==> src/rtl/dmem_pkg.sv <==
// dmem_pkg: shared types and constants for the data-memory arbiter.
//   DEPTH/ADDR_W/DATA_W : memory geometry (32 words x 32 bits)
//   state_e             : arbiter FSM states
//   req_e               : requester identity (cpu = 0, dma = 1)
package dmem_pkg;

    localparam int unsigned DEPTH  = 32;
    localparam int unsigned ADDR_W = $clog2(DEPTH);
    localparam int unsigned DATA_W = 32;

    typedef enum logic [1:0] {
        IDLE,
        ACCESS,
        DONE
    } state_e;

    typedef enum logic {
        REQ_CPU = 1'b0,
        REQ_DMA = 1'b1
    } req_e;

endpackage

==> src/rtl/dmem_arbiter_rr_arb2.sv <==
// rr_arb2: two-way round-robin picker.
//   req_i[0]     : cpu request
//   req_i[1]     : dma request
//   last_grant_i : requester granted most recently
//   winner_o     : requester to grant (only meaningful when |req_i)
module rr_arb2
    import dmem_pkg::*;
(
    input  logic [1:0] req_i,
    input  req_e       last_grant_i,
    output req_e       winner_o
);

    always_comb begin
        winner_o = REQ_CPU;
        case (req_i)
            2'b10: winner_o = REQ_DMA;
            2'b11: begin
                // Tie: hand the grant to whoever did not win last time.
                if (last_grant_i == REQ_CPU) begin
                    winner_o = REQ_DMA;
                end else begin
                    winner_o = REQ_CPU;
                end
            end
            default: winner_o = REQ_CPU;
        endcase
    end

endmodule

==> src/rtl/dmem_arbiter.sv <==
// dmem_arbiter: shares the single-port 32x32 data memory between the
// pipeline MEM stage (cpu_*) and a DMA/debug loader (dma_*).
// Each grant runs IDLE -> ACCESS -> DONE; the memory is driven for the one
// ACCESS cycle, read data is captured at its closing edge, and the winner
// sees a registered one-cycle ack (with rdata/err) right after DONE.
//   clk, rst_n           : clock, async active-low reset
//   cpu_req/we/addr/wdata: cpu request, held until cpu_ack
//   cpu_rdata/ack/err    : cpu response, valid while cpu_ack=1
//   cpu_stall            : cpu_req & ~cpu_ack
//   dma_*                : same as cpu_* (no stall)
//   mem_we/addr/wdata    : to memory (mem_we pulses only in ACCESS)
//   mem_rdata            : combinational read data from memory
// Build option: define DMEM_ADDR_CHECK_EN to flag addr >= DEPTH as an error
// (no write, rdata 0, err with ack); otherwise addr wraps to ADDR_W bits.
module dmem_arbiter
    import dmem_pkg::*;
(
    input  logic              clk,
    input  logic              rst_n,
    input  logic              cpu_req,
    input  logic              cpu_we,
    input  logic [31:0]       cpu_addr,
    input  logic [DATA_W-1:0] cpu_wdata,
    output logic [DATA_W-1:0] cpu_rdata,
    output logic              cpu_ack,
    output logic              cpu_err,
    output logic              cpu_stall,
    input  logic              dma_req,
    input  logic              dma_we,
    input  logic [31:0]       dma_addr,
    input  logic [DATA_W-1:0] dma_wdata,
    output logic [DATA_W-1:0] dma_rdata,
    output logic              dma_ack,
    output logic              dma_err,
    output logic              mem_we,
    output logic [31:0]       mem_addr,
    output logic [DATA_W-1:0] mem_wdata,
    input  logic [DATA_W-1:0] mem_rdata
);

    state_e              state_q;
    req_e                last_grant_q;
    req_e                winner_q;
    logic                we_q;
    logic                err_q;
    logic [DATA_W-1:0]   cap_q;
    logic                mem_we_q;
    logic [ADDR_W-1:0]   mem_addr_q;
    logic [DATA_W-1:0]   mem_wdata_q;
    logic                cpu_ack_q, dma_ack_q;
    logic                cpu_err_q, dma_err_q;
    logic [DATA_W-1:0]   cpu_rdata_q, dma_rdata_q;

    req_e                winner;
    logic                sel_we;
    logic [31:0]         sel_addr;
    logic [DATA_W-1:0]   sel_wdata;
    logic                sel_err_d;

    rr_arb2 u_rr_arb2 (
        .req_i        ({dma_req, cpu_req}),
        .last_grant_i (last_grant_q),
        .winner_o     (winner)
    );

    always_comb begin
        sel_we    = cpu_we;
        sel_addr  = cpu_addr;
        sel_wdata = cpu_wdata;
        if (winner == REQ_DMA) begin
            sel_we    = dma_we;
            sel_addr  = dma_addr;
            sel_wdata = dma_wdata;
        end
    end

`ifdef DMEM_ADDR_CHECK_EN
    assign sel_err_d = (sel_addr >= DEPTH);
`else
    // Upper address bits are deliberately dropped (wrap-around).
    logic addr_hi_unused;
    assign addr_hi_unused = |sel_addr[31:ADDR_W];
    assign sel_err_d      = 1'b0;
`endif

    always_ff @(posedge clk or negedge rst_n) begin
        if (!rst_n) begin
            state_q      <= IDLE;
            last_grant_q <= REQ_DMA;
            winner_q     <= REQ_CPU;
            we_q         <= 1'b0;
            err_q        <= 1'b0;
            cap_q        <= '0;
            mem_we_q     <= 1'b0;
            mem_addr_q   <= '0;
            mem_wdata_q  <= '0;
            cpu_ack_q    <= 1'b0;
            dma_ack_q    <= 1'b0;
            cpu_err_q    <= 1'b0;
            dma_err_q    <= 1'b0;
            cpu_rdata_q  <= '0;
            dma_rdata_q  <= '0;
        end else begin
            // Responses and the write strobe are single-cycle pulses.
            mem_we_q    <= 1'b0;
            cpu_ack_q   <= 1'b0;
            dma_ack_q   <= 1'b0;
            cpu_err_q   <= 1'b0;
            dma_err_q   <= 1'b0;
            cpu_rdata_q <= '0;
            dma_rdata_q <= '0;
            case (state_q)
                IDLE: begin
                    if (cpu_req || dma_req) begin
                        // mem_* registers double as the latched request, so
                        // they hold their value outside ACCESS.
                        winner_q    <= winner;
                        we_q        <= sel_we;
                        err_q       <= sel_err_d;
                        mem_we_q    <= sel_we & ~sel_err_d;
                        mem_addr_q  <= sel_addr[ADDR_W-1:0];
                        mem_wdata_q <= sel_wdata;
                        state_q     <= ACCESS;
                    end
                end
                ACCESS: begin
                    cap_q   <= (we_q || err_q) ? '0 : mem_rdata;
                    state_q <= DONE;
                end
                DONE: begin
                    if (winner_q == REQ_CPU) begin
                        cpu_ack_q   <= 1'b1;
                        cpu_err_q   <= err_q;
                        cpu_rdata_q <= cap_q;
                    end else begin
                        dma_ack_q   <= 1'b1;
                        dma_err_q   <= err_q;
                        dma_rdata_q <= cap_q;
                    end
                    last_grant_q <= winner_q;
                    state_q      <= IDLE;
                end
                default: state_q <= IDLE;
            endcase
        end
    end

    assign mem_we    = mem_we_q;
    assign mem_addr  = 32'(mem_addr_q);
    assign mem_wdata = mem_wdata_q;
    assign cpu_ack   = cpu_ack_q;
    assign cpu_err   = cpu_err_q;
    assign cpu_rdata = cpu_rdata_q;
    assign dma_ack   = dma_ack_q;
    assign dma_err   = dma_err_q;
    assign dma_rdata = dma_rdata_q;
    assign cpu_stall = cpu_req & ~cpu_ack_q;

endmodule
==> config.mk <==
export PLATFORM = sky130hd
export DESIGN_NAME = dmem_arbiter
export DESIGN_NICKNAME = d
export VERILOG_FILES = /design/src/rtl/dmem_pkg.sv /design/src/rtl/dmem_arbiter_rr_arb2.sv /design/src/rtl/dmem_arbiter.sv
export SDC_FILE = /design/constraint.sdc
export NUM_CORES = 1
export LEC_CHECK = 0
export CORE_MARGIN = 2
export CORE_UTILIZATION = 40
export CTS_CLUSTER_DIAMETER = 200
export DETAILED_ROUTE_END_ITERATION = 7
export PLACE_DENSITY = 0.78
export SYNTH_ARGS = -nofsm -noshare
export SYNTH_HDL_FRONTEND = slang
export SYNTH_SLANG_ARGS = --single-unit
==> constraint.sdc <==
create_clock -name clk -period 1.8 [get_ports clk]
set_input_delay 0.36 -clock clk [delete_from_list [all_inputs] [get_ports clk]]
set_output_delay 0.36 -clock clk [all_outputs]
set_load 0.005 [all_outputs]
# After elaboration in Yosys (flattened, before gate mapping)
# Cells that the tools add are included.
# Widths: inputs -> output; s select.
[classes] eq_ne=5 muxes=18 bitwise=2 n_reduce_logical=3
[ops] op="$mux 32" n=6
[ops] op="$mux 1" n=8
[ops] op="$eq 2x2->1 const B" n=3
[ops] op="$mux 5" n=1
[ops] op="$pmux 2 s2" n=1
[ops] op="$eq 2x1->1 const B" n=1
[ops] op="$logic_not 2->1" n=1
[ops] op="$mux 2" n=1
[ops] op="$ne 2x2->1 const B" n=1
[ops] op="$pmux 1 s2" n=1
[ops] op="$reduce_and 2->1" n=1
[ops] op="$and 1x1->1" n=1
[ops] op="$logic_or 1x1->1" n=1
[ops] op="$not 1->1" n=1
[word_totals] register_bits=141 inputBits=166 out_inout_bits=134 elab_cells=40

# Depth between registers and ports, before layout
[logic_depth] depth_word=5 ltp_mapped=5

# Modules after synthesis
# Synthesis repeated with hierarchy kept, for this count alone.
[unflattened] cells_unflattened=445 area_unflattened_um2=5622.9
[modules_own_cells] module="dmem_arbiter" instances=1 cells_each=444 area_per_inst_um2=5611.6 seq_area_each_um2=3529.6
[modules_own_cells] module="rr_arb2" instances=1 cells_each=1 area_per_inst_um2=11.3 seq_area_each_um2=0.0

# Worst setup path before layout
# Ideal clock, no wire load.
[synth_path] kind="flip-flop to flip-flop" from="register last_grant_q" to="register mem_wdata_q[17], in the netlist mem_wdata[17]" setup_time_ns=0.125 t_arrival_ns=1.485 required_ns=1.675 slack_ns=0.190 path_stages_with_launch=6 path_buffers=2 path_cell_list="dfstp_2 a21bo_2 buf_6 buf_6 mux2_4 mux2_4"
[synth_between] elab_chain_len=3
[synth_lines] element="start: declaration" line="dmem_arbiter.sv:42" source="req_e last_grant_q;"
[synth_lines] element="start signal: assignment" line="dmem_arbiter.sv:140" source="last_grant_q <= winner_q;"
[synth_lines] element="$mux 1" line="dmem_arbiter_rr_arb2.sv:20" source="if (last_grant_i == REQ_CPU) begin"
[synth_lines] element="$pmux 1 s2" line="dmem_arbiter_rr_arb2.sv:16" source="case (req_i)"
[synth_lines] element="$mux 32" line="dmem_arbiter.sv:70" source="if (winner == REQ_DMA) begin"
[synth_lines] element="end signal: assignment" line="dmem_arbiter.sv:122" source="mem_wdata_q <= sel_wdata;"
[synth_lines] element="end: declaration" line="dmem_arbiter.sv:49" source="logic [DATA_W-1:0] mem_wdata_q;"
# No other way between the ends.
# A chain may end at the register's enable or synchronous reset.

# Final worst setup path
[layout_path] from="register last_grant_q" to="register mem_wdata_q[28], in the netlist mem_wdata[28]"
# Same word-level chain as after synthesis.

==> flow_summary.toml <==
[die]
die-area_sq_um = 15200
start_util = 0.409
io_pins = 300
fp.dieW_um = 123
die_h_um = 123
rows = 43
coreArea_sq_um = 13900

[routing]
vias = 3884
wire_per_inst_um = 15.5
drt-total-wl_um = 13400
drc = 0
drt-initial-drc-count = 189
ant_nets = 0
via_per_inst = 4.50
drtPass1Iterations = 5

[cts]
cts_sinks = 141
clk_pin_slew_ns = 0.06
htreeDepth = 4
cts.path.max_buffers = 2
insertion_delay_ns = 0.42
postCtsSetupBuffers = 0
root_buffer = "clkbuf_16"
numCtsBuffers = 17
cts_tree = "done"

[critical_path]
crit_path_end_kind = "flip-flop"
worstPathMaxFanout = 31
crit_slowest_cell = "dfstp_2"
crit_top_cell = "mux2_2"
worstSetupStartpointType = "flip-flop"
critPathKind = "flip-flop to flip-flop"
setup.worst_path.start = "last_grant_q"
r2r_cells = 4
ff2ff_setup_slack_ns = 0.11
crit_end = "mem_wdata[28]"
arrival_ns = 1.99
worstReg2RegEnd = "mem_wdata[28]"
critPathMaxStageDelay_ns = 0.53
critPathTopFamily = "multiplexers"
cp_num_cells = 4
crit_buf_inv = 1
worstPathCellList = "a21bo_2 > buf_12 > mux2_2 > mux2_2"
r2r-start = "last_grant_q"
crit_required_ns = 2.10

[synthesis]
synth_top_area_share = 0.617
yosys.area.top_type = "dfrtp_1"
postSynthAreaPerCell_sq_um = 12.8
ys_ff_latch = 141
synth_area_leaders = "dfrtp_1 62%, mux2_2 11%, and2_1 7.1%"
synth_simple_gate_area_frac = 0.121
synth_area_sq_um = 5680
synth_fa_ha_area_frac = 0
seq_area_frac_synth = 0.622
synth_top_family_by_area = "multiplexers"
synth_compound_area_frac = 0.0328
syn_inst = 445
yosys_warnings = 0
synth-xor-area-share = 0
yosysUniqueCellTypes = 21
synthMuxAreaShare = 0.164

[timing]
finalCritPeriodShare = 0.941
skew_ns = 0.00704
finalSetupViolations = 0
hold_viol_final = 0
fin_tns_setup_ns = 0
timing.final.crit_period_ns = 1.69
slew_violations = 0
hold_ws_ns = 0.348
max_freq_mhz = 591
rsz0062_at_grt = "false"

[status]
status = "finished, final reports clean"

[cells_and_area]
antenna_cells = 0
fillers = 1070
final_common_cell = "clkdlybuf4s50_1"
nNetsFinal = 837
syn_to_final_growth_pct = 51.7
drive_gt1_frac = 0.187
fin_area_sq_um = 8610
final_cell_mix = "214 x clkdlybuf4s50_1, 140 x dfrtp_1, 64 x and2_1, 64 x nand2_1, 54 x mux2_2"

[global_route]
antenna_found_initial = 0
overflow = 0
grt_pass1_vias = 3926
grt_pass1_wl_um = 20300
grt_start_max_net_pins = 58
grt.total_usage = 0.177

[placement]
gp_congestion = 0.733
hpwl_um = 9470
io_buffers = 216
post_dp_cell_area_sq_um = 8030

[worst_hold_path]
min_path_type = "input pin to async pin"

[job]
drv_cap = 0

[pwr]
vdd_drop_max_mv = 0.664
power.leakage_nw = 3.90
power_mw = 11.9
p_per_area_nw_per_um2 = 1380
## kinds of logic after synthesis
family                 after synthesis
muxes                               76
AOI/OAI and AO/OA                   35
buffers and inverters               56
other                                1
DFF                                141
and+or+nand+nor                    136
## flip-flops by register name (all words and copies together) (netlist names)
register      flops
cap_q            32
cpu_ack           1
cpu_rdata        32
dma_ack           1
dma_rdata        32
last_grant_q      1
mem_addr_q        5
mem_wdata        32
mem_we            1
state_q           2
we_q              1
winner_q          1
## worst min-delay path by stage
stage / from / endpoint / slack, ns / depth (start not counted)
final: rst_n / dma_rdata[9] / 0.35 / 2
after CTS: rst_n / cpu_rdata[9] / 0.35 / 2
after detailed placement: rst_n / dma_rdata[9] / 0.22 / 1
after global placement: rst_n / cpu_rdata[9] / 0.22 / 1
after floorplan: rst_n / cap_q[0] / 0.06 / 0
after global routing: rst_n / cpu_rdata[6] / 0.36 / 2
## final cells by class
class,count,area [sq um],area share
clock buffer,17,425,0.0494
clock inverter,15,149,0.0173
inverter,3,11.3,0.00131
multi-input combinational,276,1920,0.223
sequential,141,3530,0.410
tap,180,225,0.0262
timing repair buffer,232,2350,0.273
## layer usage
metal	vias to the layer above	track usage	wire (um)
met2	168	0.309	6730
met1	1856	0.202	5290
met4	0	0.0653	170
li1	1850	-	-
met5	-	0	0
met3	10	0.0572	1180
## where the power goes
group          switching [mW]  internal [mW]  total, mW
combinational            1.60           2.36       3.96
clock                    1.43           1.94       3.37
sequential              0.462           4.09       4.55
## stage by stage
step / std cells / worst slack, ns / utilization
floorplan: 473 / 0.190 / -
global placement: 831 / -0.228 / 0.578
detailed placement: 831 / -0.268 / 0.578
CTS: 864 / 0.0981 / 0.620
global route: 864 / 0.0681 / 0.620
finish: 864 / 0.107 / 0.620
## what timing repair did
item | in CTS | in global routing
hold buffers | 1 | 0
setup endpoints to repair | 1 | 0
resized for setup | 1 | 0
endpoints found under the hold margin | 18 | 0
## synthesized netlist by cell type
| master | n |
|---|---|
| a21o_1 | 1 |
| dfstp_2 | 1 |
| nor2_1 | 3 |
| o21ai_0 | 32 |
| buf_4 | 29 |
| clkbuf_1 | 16 |
| mux2i_1 | 2 |
| mux2_4 | 20 |
| nor2b_1 | 2 |
| and2_1 | 64 |
| conb_1 | 1 |
| buf_6 | 2 |
| mux2_2 | 54 |
| a21bo_2 | 1 |
| dfrtp_1 | 140 |
| nand2_1 | 64 |
| o32ai_1 | 1 |
| nor3_2 | 1 |
| inv_1 | 3 |
| buf_2 | 6 |
| nand2b_1 | 2 |
(Power assumes the default switching activity.)
